$ cat config.mk
export PLATFORM = sky130hd
export DESIGN_NAME = ijtag_scan_driver
export DESIGN_NICKNAME = d
export VERILOG_FILES = /design/src/rtl/ijtag_pkg.sv /design/src/rtl/ijtag_shreg.sv /design/src/rtl/ijtag_scan_driver.sv
export SDC_FILE = /design/constraint.sdc
export NUM_CORES = 1
export LEC_CHECK = 0
export ABC_AREA = 1
export CAP_MARGIN = 5
export CORE_MARGIN = 10
export CORE_UTILIZATION = 45
export CTS_BUF_LIST = sky130_fd_sc_hd__clkbuf_8
export CTS_CLUSTER_DIAMETER = 200
export DETAILED_ROUTE_END_ITERATION = 10
export PLACE_DENSITY = 0.71
export SLEW_MARGIN = 20
export SYNTH_ARGS = -nofsm -noshare
export SYNTH_HDL_FRONTEND = slang
export SYNTH_SLANG_ARGS = --single-unit
$ cat constraint.sdc
create_clock -name Clock -period 2.2 [get_ports Clock]
set_input_delay 0.55 -clock Clock [delete_from_list [all_inputs] [get_ports Clock]]
set_output_delay 0.55 -clock Clock [all_outputs]
set_load 0.005 [all_outputs]
$ cat src/rtl/ijtag_pkg.sv
// Shared types for the IJTAG scan driver: FSM state encoding and the strobe bundle.
// Optional abort support in the top is enabled with `define SCAN_DRV_ABORT_EN.
package ijtag_pkg;

  localparam int IJTAG_MAX_LEN_DFLT = 64;

  typedef enum logic [2:0] {
    IDLE,
    CAPTURE,
    SHIFT,
    UPDATE,
    DONE
  } scan_state_t;

  typedef struct packed {
    logic select;
    logic capture_en;
    logic shift_en;
    logic update_en;
  } scan_ctrl_t;

  // Network strobes for a given state; at most one of capture/shift/update is ever set.
  function automatic scan_ctrl_t ctrl_for(scan_state_t s);
    scan_ctrl_t c;
    c = '0;
    case (s)
      CAPTURE: begin
        c.select     = 1'b1;
        c.capture_en = 1'b1;
      end
      SHIFT: begin
        c.select   = 1'b1;
        c.shift_en = 1'b1;
      end
      UPDATE: begin
        c.select    = 1'b1;
        c.update_en = 1'b1;
      end
      default: c = '0;
    endcase
    return c;
  endfunction

endpackage

$ cat src/rtl/ijtag_shreg.sv
// Parallel-load, serial-in/serial-out right shift register. Serial data enters at the MSB,
// leaves at bit 0; align moves the last len captured bits down to bit 0 with zero fill.
module ijtag_shreg
  import ijtag_pkg::*;
#(
  parameter int MAX_LEN = IJTAG_MAX_LEN_DFLT,
  parameter int CNT_W   = $clog2(MAX_LEN + 1)
) (
  input  logic               clk,
  input  logic               rst_bar,
  input  logic               load,
  input  logic               shift,
  input  logic               align,
  input  logic [MAX_LEN-1:0] load_data,
  input  logic               ser_in,
  input  logic [CNT_W-1:0]   len,
  output logic               ser_out,
  output logic [MAX_LEN-1:0] aligned
);

  localparam logic [CNT_W-1:0] LEN_MAX = CNT_W'(MAX_LEN);

  logic [MAX_LEN-1:0] data_reg;
  logic [MAX_LEN-1:0] shift_next;
  logic [CNT_W-1:0]   align_amt;

  genvar gi;
  generate
    for (gi = 0; gi < MAX_LEN; gi++) begin : g_bit
      if (gi == MAX_LEN - 1) begin : g_top
        assign shift_next[gi] = ser_in;
      end else begin : g_mid
        assign shift_next[gi] = data_reg[gi+1];
      end
    end
  endgenerate

  // After len shifts the captured bits sit in the top len positions, first-out lowest.
  assign align_amt = LEN_MAX - len;
  assign aligned   = data_reg >> align_amt;
  assign ser_out   = data_reg[0];

  always_ff @(posedge clk) begin
    if (!rst_bar) begin
      data_reg <= '0;
    end else if (load) begin
      data_reg <= load_data;
    end else if (shift) begin
      data_reg <= shift_next;
    end else if (align) begin
      data_reg <= aligned;
    end
  end

endmodule

$ cat src/rtl/ijtag_scan_driver.sv
// Host-side IJTAG scan initiator: one capture/shift/update pass through the SIB chain per Start.
// Define SCAN_DRV_ABORT_EN to add the Abort input that abandons a scan before update.
module ijtag_scan_driver
  import ijtag_pkg::*;
#(
  parameter int MAX_LEN = IJTAG_MAX_LEN_DFLT,
  parameter int CNT_W   = $clog2(MAX_LEN + 1)
) (
  input  logic               Clock,
  input  logic               RstBar,
  input  logic               Start,
  input  logic [CNT_W-1:0]   Len,
  input  logic [MAX_LEN-1:0] WrData,
  output logic               Busy,
  output logic               Done,
  output logic [MAX_LEN-1:0] RdData,
  input  logic               NetSO,
  output logic               NetSI,
  output logic               Select,
  output logic               CaptureEN,
  output logic               ShiftEN,
  output logic               UpdateEn
`ifdef SCAN_DRV_ABORT_EN
  ,
  input  logic               Abort
`endif
);

  localparam logic [CNT_W-1:0] LEN_MAX = CNT_W'(MAX_LEN);

  scan_state_t        state_reg, state_next;
  logic [CNT_W-1:0]   cnt_reg, cnt_next;
  logic [CNT_W-1:0]   len_reg, len_next;
  scan_ctrl_t         ctrl_reg;
  logic               busy_reg, done_reg;
  logic [MAX_LEN-1:0] rd_data_reg;

  logic               abort_req;
  logic               sh_load, sh_shift, sh_align, sh_out;
  logic [MAX_LEN-1:0] sh_aligned;

`ifdef SCAN_DRV_ABORT_EN
  assign abort_req = Abort;
`else
  assign abort_req = 1'b0;
`endif

  always_comb begin
    state_next = state_reg;
    cnt_next   = cnt_reg;
    len_next   = len_reg;
    case (state_reg)
      IDLE: begin
        if (Start) begin
          state_next = CAPTURE;
          cnt_next   = '0;
          len_next   = (Len > LEN_MAX) ? LEN_MAX : Len;
        end
      end
      CAPTURE: begin
        if (abort_req)            state_next = IDLE;
        else if (len_reg == '0)   state_next = UPDATE;
        else                      state_next = SHIFT;
      end
      SHIFT: begin
        if (abort_req) begin
          state_next = IDLE;
        end else begin
          cnt_next = cnt_reg + CNT_W'(1);
          if (cnt_next == len_reg) state_next = UPDATE;
        end
      end
      UPDATE:  state_next = DONE;
      DONE:    state_next = IDLE;
      default: state_next = IDLE;
    endcase
  end

  assign sh_load  = (state_reg == IDLE) && Start;
  assign sh_shift = (state_reg == SHIFT) && !abort_req;
  assign sh_align = (state_reg == UPDATE);

  ijtag_shreg #(
    .MAX_LEN (MAX_LEN),
    .CNT_W   (CNT_W)
  ) u_shreg (
    .clk       (Clock),
    .rst_bar   (RstBar),
    .load      (sh_load),
    .shift     (sh_shift),
    .align     (sh_align),
    .load_data (WrData),
    .ser_in    (NetSO),
    .len       (len_reg),
    .ser_out   (sh_out),
    .aligned   (sh_aligned)
  );

  // Strobes and status are decoded from the next state so they change together with it.
  always_ff @(posedge Clock) begin
    if (!RstBar) begin
      state_reg   <= IDLE;
      cnt_reg     <= '0;
      len_reg     <= '0;
      ctrl_reg    <= '0;
      busy_reg    <= 1'b0;
      done_reg    <= 1'b0;
      rd_data_reg <= '0;
    end else begin
      state_reg <= state_next;
      cnt_reg   <= cnt_next;
      len_reg   <= len_next;
      ctrl_reg  <= ctrl_for(state_next);
      busy_reg  <= (state_next != IDLE);
      done_reg  <= (state_next == DONE);
      if (state_reg == UPDATE) rd_data_reg <= sh_aligned;
    end
  end

  assign Busy      = busy_reg;
  assign Done      = done_reg;
  assign RdData    = rd_data_reg;
  assign Select    = ctrl_reg.select;
  assign CaptureEN = ctrl_reg.capture_en;
  assign ShiftEN   = ctrl_reg.shift_en;
  assign UpdateEn  = ctrl_reg.update_en;
  assign NetSI     = ctrl_reg.shift_en & sh_out;

endmodule

# Word level (Yosys, flattened, before mapping)
# Index checks and enable logic that the tools add are counted.
# W data, S select, Z words.
[totals]
wordCells = 48
inputBits = 75
out_inout_bits = 71
register_bits = 151
[op_classes]
n_mux = 14
eq_ne = 9
add_sub_neg = 2
n_lt_le_gt_ge = 1
n_reduce_logical = 9
shifts = 1
bitwise = 1
[op_table]
columns = ["op", "n"]
rows = [
  ["$mux W64", 3],
  ["$shr A64 B7 Y64", 1],
  ["$mux W7", 2],
  ["$pmux W7 S2", 1],
  ["$eq A3 B2 Y1 const B", 4],
  ["$pmux W3 S4", 1],
  ["$add A7 B1 Y7 const B", 1],
  ["$eq A7 B7 Y1", 1],
  ["$gt A7 B7 Y1 const B", 1],
  ["$logic_not A7 Y1", 1],
  ["$sub A7 B7 Y7 const A", 1],
  ["$eq A3 B1 Y1 const B", 2],
  ["$mux W3", 2],
  ["$reduce_bool A3 Y1", 2],
  ["$mux W1", 5],
  ["$reduce_and A2 Y1", 2],
  ["$eq A3 B3 Y1 const B", 1],
  ["$logic_not A3 Y1", 1],
  ["$reduce_or A3 Y1", 1],
  ["$ne A2 B2 Y1 const B", 1],
  ["$reduce_bool A2 Y1", 1],
  ["$and A1 B1 Y1", 1],
  ["$logic_and A1 B1 Y1", 1],
]

# Longest topological paths before layout
[depth]
ltp_word = 7
depth_mapped = 19

# Hierarchy
# A second synthesis with hierarchy kept.
[hier_totals]
hier_cells = 1947
hier_area_um2 = 11194.5
[by_module_without_submodules]
columns = ["module", "area_per_inst_um2", "instances", "cells_per_inst"]
rows = [
  ["ijtag_shreg", 7853.8, 1, 1498],
  ["ijtag_scan_driver", 3340.7, 1, 449],
]

# Least setup slack after synthesis
# No wires, ideal clock.
[synth_timing]
kind = "register to register"
from = "reg len_reg[0]"
to = "reg u_shreg.data_reg[6]"
t_arrival_ns = 2.264
synth_period_minus_slack_ns = 2.396
slack_ns = -0.196
path_stages_with_launch = 19
path_buffers = 4
t_required_ns = 2.068
cell_sequence = "dfxtp_1 > inv_2 > buf_4 > buf_2 > ha_1 > buf_2 > inv_2 > clkbuf_1 > nand3_1 > nand3_1 > nand3_1 > nand2_1 > nand2_1 > nand3_1 > nand2_1 > nand2_1 > nand2_1 > nand2_1 > a21oi_1"
[synth_between]
elab_chain_len = 5
[synth_rtl]
columns = ["element", "line", "source"]
rows = [
  ["from (decl)", "ijtag_scan_driver.sv:33", "logic [CNT_W-1:0] len_reg, len_next;"],
  ["from (signal assigned)", "ijtag_scan_driver.sv:112", "len_reg <= len_next;"],
  ["$sub A7 B7 Y7", "ijtag_shreg.sv:39", "assign align_amt = LEN_MAX - len;"],
  ["$shr A64 B7 Y64", "ijtag_shreg.sv:40", "assign aligned = data_reg >> align_amt;"],
  ["$mux W64", "ijtag_shreg.sv:50", "end else if (align) begin"],
  ["$mux W64", "ijtag_shreg.sv:48", "end else if (shift) begin"],
  ["$mux W64", "ijtag_shreg.sv:46", "end else if (load) begin"],
  ["to (signal assigned)", "ijtag_shreg.sv:47", "data_reg <= load_data;"],
  ["to (signal assigned)", "ijtag_shreg.sv:49", "data_reg <= shift_next;"],
  ["to (signal assigned)", "ijtag_shreg.sv:51", "data_reg <= aligned;"],
  ["to (decl)", "ijtag_shreg.sv:23", "logic [MAX_LEN-1:0] data_reg;"],
]
# No other way between the ends. The select of a mux whose other input is x is not followed.
# A chain may end at the register's enable or synchronous reset.

# Worst setup path in the final report
[layout_timing]
from = "reg len_reg[0]"
to = "reg u_shreg.data_reg[49]"
# Same word-level chain as after synthesis.

==> key figures <==
Run status
  – Run status: finished with violations
  – Failing checks: setup timing

STA
  – Final Max Slew Viols: 0
  – Crit path time final: 2310 ps
  – Max Clock Freq: 433 MHz
  – Actual slew at the worst max-slew pin: 518 ps
  – Slew headroom: 0.655
  – Fin crit share: 1.05
  – Clk_skew: 27.0 ps
  – Hold slack: 479 ps
  – Final setup violation count: 33
  – Worst Slack Setup Final: -109 ps
  – RSZ-0062 raised after global routing: true
  – Final Hold Viols: 0

Setup path
  – Worst Setup Path Type: reg2reg
  – Buf+Inv Stages, Crit Path: 6
  – Crit path max-delay family: buffers and inverters
  – Setup crit start kind: register
  – CP Data Required Time: 2620 ps
  – Crit path cell chain: inv_4 > ha_4 > buf_12 > inv_16 > buf_4 > nand2_2 > nand3_2 > nand3_4 > nand2_4 > buf_4 > nand2_1 > nor2_1 > inv_1 > o21ai_2 > nand2_1 > a21oi_1
  – Crit path DAT: 2730 ps
  – Slowest CP cell: dfxtp_2
  – Largest stage delay on the critical path: 370 ps
  – CP Capture Type: register
  – Crit Path Max Fanout: 17

Placement
  – Port buffer count: 145
  – DP Worst Slack: -357 ps
  – GP Congestion: 0.976
  – Post-Place Cells: 2416
  – HPWL after DPL: 36.0 mm

Synthesis
  – Net count after synthesis: 1991
  – Ys flop type: dfxtp_1
  – EDFF count, synth: 0
  – Dominant cells by area after synthesis: dfxtp_1 27%, nand2_1 20%, nand3_1 20%, a21oi_1 6.5%, o21ai_0 5.9%
  – YS warnings: 0
  – Main combinational cell family by area after synthesis: simple AND/OR/NAND/NOR gates
  – Xor and xnor area share after synthesis: 0.00782
  – Ys async rst share: 0
  – Post-Synth Simple-Gate Area: 0.465
  – Register bit total from synthesis: 151
  – Largest area contributor in the netlist: dfxtp_1
  – Post-synthesis compound-gate area fraction: 0.148
  – Post-Syn Instances: 1914
  – Post-synthesis adder-cell area fraction: 0.00227
  – Synth Cell Area: 11000 sq um
  – Yosys cell types: 40
  – Post-synth top area share: 0.274
  – Register area share after synthesis: 0.274
  – Mux contribution to synthesized area: 0
  – Synth Area per Inst: 5.77 sq um

Clock tree
  – CTS tree: done
  – Clk sink count: 151
  – # H-tree levels: 4
  – Clock buffer depth: 2
  – CTS Root Buffer Type: clkbuf_8
  – Worst-path clk slew: 100 ps
  – Cts bufs inserted: 17
  – Clk_lat worst skew: 510 ps

Cells and area
  – Area of the multi-input gates: 8250 sq um
  – Post-route insts no fill: 2495
  – # diodes: 0
  – Share of cells above drive strength 1: 0.271
  – # fillers: 2197
  – Area growth, synth to finish: 47.9%
  – FF+latch area: 3030 sq um
  – Net count, final: 2235

Global routing
  – Maximum number of pins on one net before global-route repair: 66
  – Total grt overflow: 0
  – First-pass GRT wire length: 76.8 mm
  – Vias in the first global route: 13400
  – Total track usage: 0.309
  – Initial antenna violation count: 0

Route
  – Residual DRC: 0
  – First-pass DRT Iterations: 6
  – DR vias/cell: 5.89
  – Routed WL per cell: 20.8 um
  – Drt total wl: 51.8 mm
  – Post-DRT Antenna Nets: 0
  – Initial drt markers: 1824
  – Vias: 14700

Pwr
  – Power Density: 1010 nW/um^2
  – Leakage power: 7.35 nW
  – VDD IR-drop max: 0.609 mV

Floorplanning
  – Die Span X: 177 um
  – Core footprint: 24200 sq um
  – # rows: 57
  – I/O Pins: 146
  – Die footprint: 31200 sq um
  – Die Height: 177 um
  – Initial Util: 0.455

Flow run
  – Max-cap violation count: 0

Hold path
  – Hold Crit Class: reg2reg
-- cell type report --
cell class	count	share of cell area
multi-input combinational	1503	0.506
timing repair buffer	368	0.228
sequential	151	0.185
inverter	115	0.0300
tap	324	0.0248
clock buffer	17	0.0143
clock inverter	15	0.0106
timing repair inverter	2	0.00169
-- synth_stat cells (2+ instances only) --
master      n
a21oi_2     2
nand3_1   437
a21oi_1   144
buf_6       4
nor2_2      5
clkbuf_1   74
dfxtp_1   151
xor2_1      6
a211oi_1    3
o21ai_1    26
ha_1        2
inv_2      11
xnor2_1     2
o21bai_1    3
and2_1      6
buf_2      42
nor3_2      2
nand3_2     6
a31oi_1     5
nand2_1   583
buf_1       7
nor3_1      7
inv_1     102
o21ai_0   129
buf_4      18
nor2_1    101
o211ai_1    2
or2_2      11
o22ai_1     2
nand2_2     3
nand4_1     8
nor2_4      2
-- worst paths after layout --
check | from | depth (start not counted) | slack [ps] | to
hold / removal | RdData[45]$_SDFFE_PN0P_ | 2 | 480 | RdData[45]$_SDFFE_PN0P_
setup / recovery | len_reg[0]$_SDFFE_PN0P_ | 16 | -110 | u_shreg.data_reg[49]$_SDFFE_PN0P_
setup reg to reg | len_reg[0]$_SDFFE_PN0P_ | 16 | -110 | u_shreg.data_reg[49]$_SDFFE_PN0P_
hold reg to reg | RdData[45]$_SDFFE_PN0P_ | 2 | 480 | RdData[45]$_SDFFE_PN0P_
-- cells in the final DEF (no fill, tap or decap), types with 7 or more instances in the layout --
cell	instances
nand2_1	472
nand3_1	300
buf_4	169
dfxtp_1	149
clkdlybuf4s50_1	145
a21oi_1	138
nand3_2	126
o21ai_0	111
nand2_2	100
inv_1	98
nor2_1	94
o21ai_1	36
buf_12	21
nand3_4	18
clkbuf_8	17
nand2_4	14
buf_6	14
or2_2	10
inv_2	9
nand4_1	8
o21ai_2	7
nor2_4	7
nor2_2	7
clkinv_8	7
-- report_power, final --
group	switching (mW)	leakage (nW)	internal, mW
logic	6.57	5.91	4.32
clock network	1.45	0.206	0.868
registers	0.307	1.23	3.01
total	8.33	7.35	8.20
-- worst min-delay path, stage by stage, from the launching register on --
cell,delay [ps]
dfxtp_1,320
nand3_1,70
o21ai_1,50
-- logic make-up after synthesis --
family / count (synthesis)
xor gates and xnor gates: 9
buffers and inverters: 260
AOI/OAI and AO/OA: 318
and+or+nand+nor: 1174
DFF: 151
adders and majority gates: 2
-- what timing repair did --
| action | in CTS | in global routing |
|---|---|---|
| pin swaps | 37 | 58 |
| hold buffers | 0 | 0 |
| cloned | 6 | 6 |
| resized for setup | 173 | 243 |
| endpoints found under the setup margin | 124 | 112 |
| buffers inserted | 17 | 19 |
-- metrics by stage --
step                utilization  setup TNS (ps)  total power, mW  area, sq um
floorplan                     -               0             8.09        11100
global placement          0.566          -17580             11.5        13700
detailed placement        0.566          -19210             11.5        13700
CTS                       0.623            -171             14.8        15100
global route              0.673           -8630             17.4        16300
finish                    0.673           -1100             16.5        16300
-- per-layer routing --
metal,routed length (um),track usage,share of wire
met1,21700,0.419,0.42
met2,23500,0.491,0.45
met3,4930,0.0536,0.095
met4,1790,0.0921,0.034
met5,0,0,0
(Power assumes the default switching activity.)
